File: config.mk
export PLATFORM = sky130hd
export DESIGN_NAME = lfsr_burst_arbiter_flat
export DESIGN_NICKNAME = d
export VERILOG_FILES = /design/src/rtl/lfsr_burst_arbiter_if.sv /design/src/rtl/lfsr_burst_arbiter.sv /design/src/flat_wrapper.sv
export SDC_FILE = /design/constraint.sdc
export NUM_CORES = 1
export LEC_CHECK = 0
export ABC_CLOCK_PERIOD_IN_PS = 2900
export BUFFER_PORTS_ARGS = -buffer_cell sky130_fd_sc_hd__buf_2
export CORE_MARGIN = 2
export CORE_UTILIZATION = 30
export CTS_BUF_LIST = sky130_fd_sc_hd__clkbuf_2
export DETAILED_ROUTE_END_ITERATION = 10
export HOLD_SLACK_MARGIN = 0.08
export SLEW_MARGIN = 20
export SYNTH_ARGS = -nofsm -noshare
export SYNTH_HDL_FRONTEND = slang
export SYNTH_SLANG_ARGS = --single-unit
File: constraint.sdc
create_clock -name clk -period 2.9 [get_ports clk]
set_input_delay 0.145 -clock clk [delete_from_list [all_inputs] [get_ports clk]]
set_output_delay 0.145 -clock clk [all_outputs]
set_load 0.05 [all_outputs]
File: src/rtl/lfsr_burst_arbiter_if.sv
// Request/grant bus between the two random-number consumers and the shared
// LFSR burst arbiter.
interface lfsr_burst_arbiter_if #(
    parameter int LEN_W = 4
);
    logic             req0;
    logic             req1;
    logic [LEN_W-1:0] len0;
    logic [LEN_W-1:0] len1;
    logic [1:0]       gnt;
    logic             rnd_valid;
    logic [3:0]       rnd_data;
    logic             busy;
    logic             done;

    // The consumers drive requests and lengths and watch the burst outputs.
    modport master (
        output req0, req1, len0, len1,
        input  gnt, rnd_valid, rnd_data, busy, done
    );

    modport slave (
        input  req0, req1, len0, len1,
        output gnt, rnd_valid, rnd_data, busy, done
    );
endinterface

File: src/rtl/lfsr_burst_arbiter.sv
// Round-robin arbiter that lends one 4-bit LFSR to two requesters, one burst
// of N generator steps at a time, with a one-cycle done pulse per burst.
module lfsr_burst_arbiter #(
    parameter logic [3:0] SEED  = 4'b1000,
    parameter int         LEN_W = 4
) (
    input  logic                 clk,
    input  logic                 aset,
    lfsr_burst_arbiter_if.slave  bus
);

    typedef enum logic [1:0] {
        IDLE = 2'd0,
        RUN  = 2'd1,
        DONE = 2'd2
    } state_t;

    state_t           state_q, state_d;
    logic [3:0]       lfsr_q, lfsr_d;
    logic [LEN_W-1:0] cnt_q, cnt_d;
    logic [1:0]       gnt_q, gnt_d;
    logic             favour1_q, favour1_d;

    logic             pick1;
    logic [LEN_W-1:0] grant_len;

    // Requester 1 wins when it is the only one asking, or both ask and it is
    // the round-robin favourite.
    assign pick1     = bus.req1 & (~bus.req0 | favour1_q);
    assign grant_len = pick1 ? bus.len1 : bus.len0;

    always_ff @(posedge clk or posedge aset) begin
        if (aset) begin
            state_q   <= IDLE;
            lfsr_q    <= SEED;
            cnt_q     <= '0;
            gnt_q     <= 2'b00;
            favour1_q <= 1'b0;
        end else begin
            state_q   <= state_d;
            lfsr_q    <= lfsr_d;
            cnt_q     <= cnt_d;
            gnt_q     <= gnt_d;
            favour1_q <= favour1_d;
        end
    end

    always_comb begin
        state_d   = state_q;
        lfsr_d    = lfsr_q;
        cnt_d     = cnt_q;
        gnt_d     = gnt_q;
        favour1_d = favour1_q;

        unique case (state_q)
            IDLE: begin
                gnt_d = 2'b00;
                if (bus.req0 || bus.req1) begin
                    gnt_d     = pick1 ? 2'b10 : 2'b01;
                    cnt_d     = grant_len;
                    favour1_d = ~pick1;
                    // A zero-length burst skips straight to the done pulse.
                    state_d   = (grant_len == '0) ? DONE : RUN;
                end
            end

            RUN: begin
                lfsr_d = {lfsr_q[3] ^ lfsr_q[2], lfsr_q[3:1]};
                cnt_d  = cnt_q - LEN_W'(1);
                if (cnt_q == LEN_W'(1)) begin
                    state_d = DONE;
                end
            end

            DONE: begin
                gnt_d   = 2'b00;
                state_d = IDLE;
            end

            default: begin
                gnt_d   = 2'b00;
                state_d = IDLE;
            end
        endcase
    end

    assign bus.gnt       = gnt_q;
    assign bus.rnd_data  = lfsr_q;
    assign bus.rnd_valid = (state_q == RUN);
    assign bus.done      = (state_q == DONE);
    assign bus.busy      = (state_q != IDLE);

endmodule

File: src/flat_wrapper.sv
// flat-port wrapper written by rule: the top's interface ports become plain ports
module lfsr_burst_arbiter_flat 
#(
    parameter logic [3:0] SEED  = 4'b1000,
    parameter int         LEN_W = 4
)
  (clk, aset, bus_req0, bus_req1, bus_len0, bus_len1, bus_gnt, bus_rnd_valid, bus_rnd_data, bus_busy, bus_done);
  lfsr_burst_arbiter_if #(.LEN_W(LEN_W)) bus_i ();
  input  logic clk;
  input  logic aset;
  input wire logic [$bits(bus_i.req0)-1:0] bus_req0;
  input wire logic [$bits(bus_i.req1)-1:0] bus_req1;
  input wire logic [$bits(bus_i.len0)-1:0] bus_len0;
  input wire logic [$bits(bus_i.len1)-1:0] bus_len1;
  output wire logic [$bits(bus_i.gnt)-1:0] bus_gnt;
  output wire logic [$bits(bus_i.rnd_valid)-1:0] bus_rnd_valid;
  output wire logic [$bits(bus_i.rnd_data)-1:0] bus_rnd_data;
  output wire logic [$bits(bus_i.busy)-1:0] bus_busy;
  output wire logic [$bits(bus_i.done)-1:0] bus_done;
  assign bus_i.req0 = bus_req0;
  assign bus_i.req1 = bus_req1;
  assign bus_i.len0 = bus_len0;
  assign bus_i.len1 = bus_len1;
  assign bus_gnt = bus_i.gnt;
  assign bus_rnd_valid = bus_i.rnd_valid;
  assign bus_rnd_data = bus_i.rnd_data;
  assign bus_busy = bus_i.busy;
  assign bus_done = bus_i.done;
  lfsr_burst_arbiter #(.SEED(SEED), .LEN_W(LEN_W)) u_core (.clk(clk), .aset(aset), .bus(bus_i));
endmodule
==> results of run 1 <==
cell type report:
class / instances / area share [%]
Inverter: 6 / 2.57
Timing Repair Buffer: 21 / 12.6
Sequential cell: 13 / 37.3
Multi-Input combinational cell: 51 / 41.3
Clock buffer: 3 / 1.71
Clock inverter: 1 / 0.571
Tap cell: 28 / 4.00
worst min path at each step:
stage	start	to	slack (ns)
floorplan	aset	u_core.bus.gnt[0]$_DFFE_PP0N_	0.02
global placement	aset	u_core.bus.gnt[0]$_DFFE_PP0N_	0.20
detailed placement	aset	u_core.favour1_q$_DFFE_PP0P_	0.21
CTS	bus_req1	u_core.favour1_q$_DFFE_PP0P_	0.12
global route	bus_req1	u_core.favour1_q$_DFFE_PP0P_	0.11
finish	bus_req1	u_core.favour1_q$_DFFE_PP0P_	0.13
metrics by stage:
step | hold slack (ns) | total power, mW | area [µm²] | setup WS, ns
floorplan | 0.0212 | 0.612 | 722 | 1.47
global placement | 0.199 | 0.677 | 846 | 1.56
detailed placement | 0.207 | 0.684 | 846 | 1.53
CTS | 0.123 | 0.783 | 876 | 1.18
global route | 0.115 | 0.836 | 876 | 1.05
finish | 0.135 | 0.774 | 876 | 1.19
power groups by stage:
| stage | Combinational [mW] | Sequential, mW | Clock, mW |
|---|---|---|---|
| detailed placement | 0.371 | 0.314 | 0 |
| global placement | 0.365 | 0.312 | 0 |
| finish | 0.368 | 0.311 | 0.0942 |
| global route | 0.405 | 0.319 | 0.111 |
| floorplan | 0.287 | 0.325 | 0 |
| CTS | 0.371 | 0.311 | 0.101 |
layer usage:
layer  vias up  wire length (µm)
li1        297                 -
met1       279               686
met2        15               699
met3         0                89
met4         0                 0
met5         -                 0
synth_stat cells, types with 2 or more instances:
cell type  instances
dfrtp_1           12
nand2_1           11
nor2_1             9
inv_1              5
mux2i_1            5
a221oi_2           3
nor4_1             3
a211oi_1           2
a21oi_1            2
ha_1               2
nor3_1             2
cells by family after synthesis:
family,count (synthesis),share of synthesized area (%)
buffers and inverters,7,4.68
and+or+nand+nor,30,21.3
adders and majority gates,2,3.47
AOI/OAI and AO/OA,13,17.2
muxes,5,6.93
xor gates and xnor gates,1,1.21
DFF,13,45.2
flip-flops by register name, summed over array words and instances (netlist names):
name / count
u_core.bus.gnt: 2
u_core.bus.rnd_data: 4
u_core.cnt_q: 4
u_core.favour1_q: 1
u_core.state_q: 2
==> metrics, run 1 <==
CP max-delay cell=dfrtp_1; layout cells sized above 1=a little over a third; CP Capture Type=primary output; placed insts=118; area of the multi-input gates=~360 µm²; met3 Use GR=approximately 4.2%; global-route wire length before repair=between 2 and 2.5 mm; DP HPWL=1.16 mm; GR Util met1=between 10% and 20%; Congestion Overflow GR=0; outcome=finished clean; H-tree level count=1; vias in the first global route=517; critical path's top delay family=flip-flops; fin util=39.2%; GP Congestion=just over 0.8; maxcap violations=0; Post-Syn Instances=just over 70; DR iter-0 viols=17; final setup vio count=0; FMAX=just under 600 MHz; routed vias=approximately 600; met2 global-route usage=between 10% and 20%; Worst-Margin Slew=between 0.4 and 0.5 ns; # resized after CTS=0; CP Data Arrival Time=around 1.6 ns; Worst Path Max Fanout=10; number of remaining DRC errors=0; largest net degree at the start of global routing=14; IO Port Bufs=20; R2R Path Start=u_core.state_q[0]$_DFFE_PP0P_; Die Height=53.1 µm; reg2reg path depth=4; commonest non-fill, non-tap cell in the layout=buf_2; CP startpoint=u_core.state_q[0]$_DFFE_PP0P_; PwrDens=around 880 nW/µm²; hold path depth=2; Netlist Area Pre-Place=722 µm²; final wirelength=approximately 1.5 mm; CTS Buffer Depth=2; CTS root buf=clkbuf_2; Stages on worst setup path=3; clock power share=between 10% and 20%; r2r endpoint=u_core.cnt_q[3]$_DFFE_PP0P_; row cnt=17; Setup TNS Final=0 ns; CTS Buf Count=3; Slew HR=~67%; Post-Syn Nets=85; Final ANT Viol Nets=0; drt via density=roughly 4.8; GRT Total Usage=11.9%; Starting Density=between 30% and 40%; switching power=365 µW; cell taking the most area after synthesis=dfrtp_1; register area=roughly 330 µm²; CTS tree=built; Hold WC Path Type=input port to flip-flop; Routed WL per cell=12.0 µm; diode count=0; Filler cells=approximately 240; Crit Path Class=flip-flop to primary output; clock slew at reported path FFs=roughly 0.14 ns; Synth Register Bits=13; synth top area cells=dfrtp_1, mux2i_1, a221oi_2; hold_buf cts=1; peak supply drop=0.000550 V; CP required=approximately 2.8 ns; die area=roughly 2800 µm²; Core ar.=2230 µm²; Post-synth top flop=dfrtp_1; worst path cell trace=nand2b_4, inv_1, buf_2; minimum clock period=around 1.7 ns; Worst setup SP type=flip-flop; busiest grt layer=met1; slowest stage delay, CP=~0.63 ns; Comb pwr share=a little under half; Critical Path Sink=bus_rnd_valid; Leak=about 0.44 nW; initial antenna violation count=0; Distinct cells, synth=26; RSZ-0062 raised after global routing=no; IO Pins=21; final slew viol count=0; Internal Pwr Total=410 µW; Post-Route Skew=approximately 0.0066 ns; asr flop ratio synth=between 90% and 100%; Layout Cells excl Fill=123; post-synth top area share=approximately 42%; TritonRoute pass-1 iters=4; final hold vios=0; Worst-Skew Late Latency=0.28 ns; Die X=53.1 µm; Synth warnings=0; Nets=110; synthesis-to-finish area growth=21.3%; Post-synth EDFFs=0; part of the cycle the worst path needs=approximately three fifths; Post CTS Setup Buffer Count=0; Avg Cell Area, Syn=between 10 and 15 µm²; Switching Share=47.1%; Bufs and invs on worst path=2; post-synthesis sequential area ratio=between 40 and 50%; clk sinks=13; most frequent cells in the layout=buf_2, dfrtp_1, nand2_1; Sequential Power Share=40.2%; setup slack, reg-to-reg=approximately 1.5 ns
Note: power is estimated with default switching activity, not from simulation.
==> inputs of run 2 (changes only) <==
- ABC_CLOCK_PERIOD_IN_PS: 2900 -> 1680
- clock period: 2.9 -> 1.68 ns (I/O delays scaled with it)
==> metrics, run 2 (synthesized netlist as in run 1, its figures left out) <==
outcome=finished clean; Worst Path Max Fanout=8 (-2); CTS Buffer Depth=2 (unchanged); CP Data Arrival Time=1.45 ns (-0.11 ns); commonest non-fill, non-tap cell in the layout=buf_2; CTS root buf=clkbuf_2; Nets=111 (+0.91%); largest net degree at the start of global routing=14 (unchanged); Filler cells=231 (-2.9%); Crit Path Class=flip-flop to primary output; diode count=0 (unchanged); die area=2810 µm² (unchanged); Final ANT Viol Nets=0 (unchanged); FMAX=654 MHz; routed vias=610 (+3.2%); final slew viol count=0 (unchanged); GP Congestion=0.836 (+0.66%); Setup TNS Final=0 ns (unchanged); final setup vio count=0 (unchanged); Post-Route Skew=0.000664 ns (-0.00595 ns); minimum clock period=about 1.5 ns; row cnt=17 (unchanged); maxcap violations=0 (unchanged); Die X=53.1 µm (unchanged); DR iter-0 viols=9 (-8); PwrDens=1510 nW/µm² (+71%); Hold WC Path Type=input port to flip-flop; IO Pins=21 (unchanged); most frequent cells in the layout=buf_2, nand2_1, dfrtp_1; Die Height=53.1 µm (unchanged); Routed WL per cell=12.0 µm (-0.27%); fin util=39.9% (+0.67 points); H-tree level count=1 (unchanged); CP Capture Type=primary output; Leak=0.441 nW (+0.77%); global-route wire length before repair=2.45 mm (+3.8%); TritonRoute pass-1 iters=4 (unchanged); total power draw=1.35 mW (+74%); Congestion Overflow GR=0 (unchanged); area of the multi-input gates=362 µm² (unchanged); synthesis-to-finish area growth=23.4%; Worst-Margin Slew=0.492 ns (-0.00201 ns); DP Area=846 µm² (unchanged); IO Port Bufs=20 (unchanged); initial antenna violation count=0 (unchanged); Worst setup SP type=flip-flop; peak supply drop=0.000744 V (+35%); Worst-Skew Late Latency=0.27 ns (about the same); number of remaining DRC errors=0 (unchanged); placed insts=118 (unchanged); Slew HR=67.2% (+0.13 points); CP required=1.60 ns (-1.16 ns); setup ws final=0.151 ns (-1.04 ns); post-place setup slack=0.354 ns (-1.18 ns); RSZ-0062 raised after global routing=no; final wirelength=1.48 mm (+0.54%); final hold vios=0 (unchanged); layout cells sized above 1=36.5% (+1.7 points); CTS tree=built; clock slew at reported path FFs=0.13 ns (about the same); register area=329 µm² (+0.77%); GRT Total Usage=12.1% (+0.17 points); Layout Cells excl Fill=124 (+0.81%); DP HPWL=1.13 mm (-2.3%); clk sinks=13 (unchanged); drt via density=4.92 (+2.4%); vias in the first global route=550 (+6.4%); Final Cell Area=891 µm² (+1.7%); final hold slack=0.133 ns (-0.00158 ns); CTS Buf Count=3 (unchanged); Starting Density=32.3% (unchanged); Core ar.=2230 µm² (unchanged); part of the cycle the worst path needs=91.0%
[run 2: changes by cell type in the layout (fill, tap and decap cells not counted)]
| cell | change |
|---|---|
| clkinv_2 | -1 |
| dfrtp_2 | +2 |
| dfrtp_1 | -2 |
| buf_2 | -1 |
| clkbuf_2 | +1 |
| clkbuf_4 | +1 |
| dlygate4sd3_1 | +1 |
[run 2: critical path, cell delays in order (launching register included)]
cell,delay [ns]
dfrtp_2,0.49
nand2b_4,0.19
inv_1,0.20
clkbuf_4,0.28
[run 2: what timing repair did]
item                                    4_1_cts  5_1_grt
endpoints found under the setup margin        0        1
setup buffers                                 0        0
hold buffers                                  2        0
hold endpoints to repair                     13        0
gates resized for setup                       0        3
[run 2: where the power goes]
group / leakage (nW) / switching (mW) / internal (mW)
logic: 0.269 / 0.391 / 0.251
registers: 0.156 / 0.128 / 0.412
clock network: 0.0166 / 0.104 / 0.0631
[run 2: path summary, 6_finish.rpt]
kind                                               startpoint                                  to  slack, ns  cells after the start
max in group asynchronous                                aset       u_core.state_q[1]$_DFFE_PP0P_       0.97                      3
min in group asynchronous                                aset       u_core.bus.gnt[0]$_DFFE_PP0N_       0.35                      3
max reg2reg                     u_core.state_q[1]$_DFFE_PP0P_         u_core.cnt_q[3]$_DFFE_PP0P_       0.38                      4
max                             u_core.state_q[1]$_DFFE_PP0P_                       bus_rnd_valid       0.15                      3
min                                                  bus_req0        u_core.favour1_q$_DFFE_PP0P_       0.13                      3
min reg2reg                u_core.bus.rnd_data[0]$_DFFE_PP0P_  u_core.bus.rnd_data[0]$_DFFE_PP0P_       0.49                      2
[run 2: final cells by class]
cell class | instances | area share [%]
Multi-Input combinational cell | 51 | 40.6
Sequential cell | 13 | 36.9
Timing Repair Buffer | 22 | 13.8
Tap cell | 28 | 3.93
Inverter | 6 | 2.53
Clock buffer | 4 | 2.25
[run 2: metal layers]
metal	GRT usage, %	share of wire, %
met1	16.3	46
met2	17.9	46
met3	4.24	6.7
met4	3.85	1.1
met5	0	0
==> inputs of run 3 (changes only) <==
- SETUP_SLACK_MARGIN: default -> 0.5
- SKIP_LAST_GASP: default -> 1
==> metrics, run 3 (synthesized netlist as in run 1, its figures left out) <==
Worst-Margin Slew=0.509 ns (+0.0172 ns); CTS Buffer Depth=2 (unchanged); final setup vio count=0 (unchanged); Sequential Power Share=31.2% (-8.8 points); CTS tree=built; Die Height=53.1 µm (unchanged); met3 Use GR=4.52% (+0.28 points); Setup TNS Final=0 ns (unchanged); initial antenna violation count=0 (unchanged); CP Capture Type=primary output; most frequent cells in the layout=buf_2, buf_4, nand2_1; Congestion Overflow GR=0 (unchanged); clock slew at reported path FFs=0.13 ns (about the same); IO Port Bufs=20 (unchanged); switching power=747 µW (+20%); largest net degree at the start of global routing=14 (unchanged); CP Data Arrival Time=1.17 ns (-0.28 ns); minimum clock period=1.25 ns (-0.276 ns); Switching Share=43.5% (-2.7 points); row cnt=17 (unchanged); TritonRoute pass-1 iters=2 (-2); PwrDens=1560 nW/µm² (+3.1%); CP required=1.60 ns (about the same); CTS root buf=clkbuf_2; number of remaining DRC errors=0 (unchanged); FMAX=798 MHz (+22%); die area=2810 µm² (unchanged); DP HPWL=1.19 mm (+5.2%); DP Area=851 µm² (+0.59%); routed vias=665 (+9.0%); GR Util met1=18.5% (+2.2 points); DR iter-0 viols=6 (-3); outcome=finished clean; synthesis-to-finish area growth=52.3%; Core ar.=2230 µm² (unchanged); maxcap violations=0 (unchanged); part of the cycle the worst path needs=74.6% (-16 points); Worst-Skew Late Latency=0.27 ns (about the same); final slew viol count=0 (unchanged); final hold vios=0 (unchanged); busiest grt layer=met2; clk sinks=13 (unchanged); Worst Path Max Fanout=4 (-4); layout cells sized above 1=59.1% (+23 points); drt via density=4.82 (-2.0%); Routed WL per cell=12.8 µm (+6.6%); commonest non-fill, non-tap cell in the layout=buf_2; Worst setup SP type=flip-flop; H-tree level count=1 (unchanged); Slew HR=66.0% (-1.1 points); Final Cell Area=1100 µm² (+23%); Starting Density=32.3% (unchanged); GRT Total Usage=14.8% (+2.7 points); Nets=125 (+13%); Die X=53.1 µm (unchanged); Final ANT Viol Nets=0 (unchanged); GP Congestion=0.752 (-10%); Crit Path Class=flip-flop to primary output; final wirelength=1.76 mm (+19%); Post-Route Skew=0.00649 ns (+0.00583 ns); peak supply drop=0.000791 V (+6.3%); clock power share=9.5% (-2.9 points); Hold WC Path Type=input port to flip-flop; CTS Buf Count=3 (unchanged); IO Pins=21 (unchanged); vias in the first global route=666 (+21%); met2 global-route usage=24.6% (+6.7 points); Leak=0.512 nW (+16%); diode count=0 (unchanged); global-route wire length before repair=2.99 mm (+22%); RSZ-0062 raised after global routing=yes; Comb pwr share=59.3% (+12 points); Internal Pwr Total=970 µW (+34%)
[run 3: final timing paths]
path,from,endpoint,slack (ns),cells past startpoint
min in group asynchronous,aset,u_core.bus.gnt[0]$_DFFE_PP0N_,0.37,3
worst min-delay path,bus_req0,u_core.favour1_q$_DFFE_PP0P_,0.15,3
worst max register to register,u_core.favour1_q$_DFFE_PP0P_,u_core.state_q[0]$_DFFE_PP0P_,0.44,3
worst max-delay path,u_core.state_q[1]$_DFFE_PP0P_,bus_rnd_valid,0.43,3
max in group asynchronous,aset,u_core.cnt_q[0]$_DFFE_PP0P_,0.94,3
worst min register to register,u_core.bus.rnd_data[0]$_DFFE_PP0P_,u_core.bus.rnd_data[0]$_DFFE_PP0P_,0.49,2
[run 3: final cells by class]
type	instances	area, µm²
fillers	233	1130
multi-input cells	51	427
flip-flops and latches	13	330
repair buffers	36	262
well taps	28	35.0
inverters	6	26.3
clock buffers	4	20.0
[run 3: layer usage]
metal  up-vias  wire, µm
met1       327       784
met3         2        66
met4         0         9
li1        325         -
met2        11       900
met5         -         0
[run 3: per-stage QoR]
step	util [%]	hold WS (ns)	total power [mW]	worst slack (ns)	cells
floorplan	-	-0.0398	1.07	0.377	71
CTS	47.2	0.138	1.64	0.424	136
global route	49.2	0.168	1.84	0.337	138
detailed placement	38.1	0.144	1.20	0.278	118
finish	49.2	0.146	1.72	0.426	138
global placement	38.1	0.137	1.18	0.382	118
[run 3: critical path: stages (launching register included)]
cell	delay [ns]
dfrtp_2	0.44
nand2b_4	0.18
clkinvlp_4	0.12
buf_8	0.16
[run 3: power by group through the flow]
stage               clock, mW  sequential [mW]  combinational [mW]
global route            0.190            0.548                1.11
detailed placement          0            0.546               0.656
CTS                     0.175            0.527               0.937
floorplan                   0            0.561               0.511
finish                  0.164            0.535                1.02
global placement            0            0.541               0.640
[run 3: timing repair]
action / 4_1_cts / 5_1_grt
buffers inserted: 12 / 2
resized for setup: 21 / 9
hold buffers: 2 / 0
endpoints found under the setup margin: 12 / 14
pin swaps: 6 / 3
hold endpoints to repair: 13 / 0
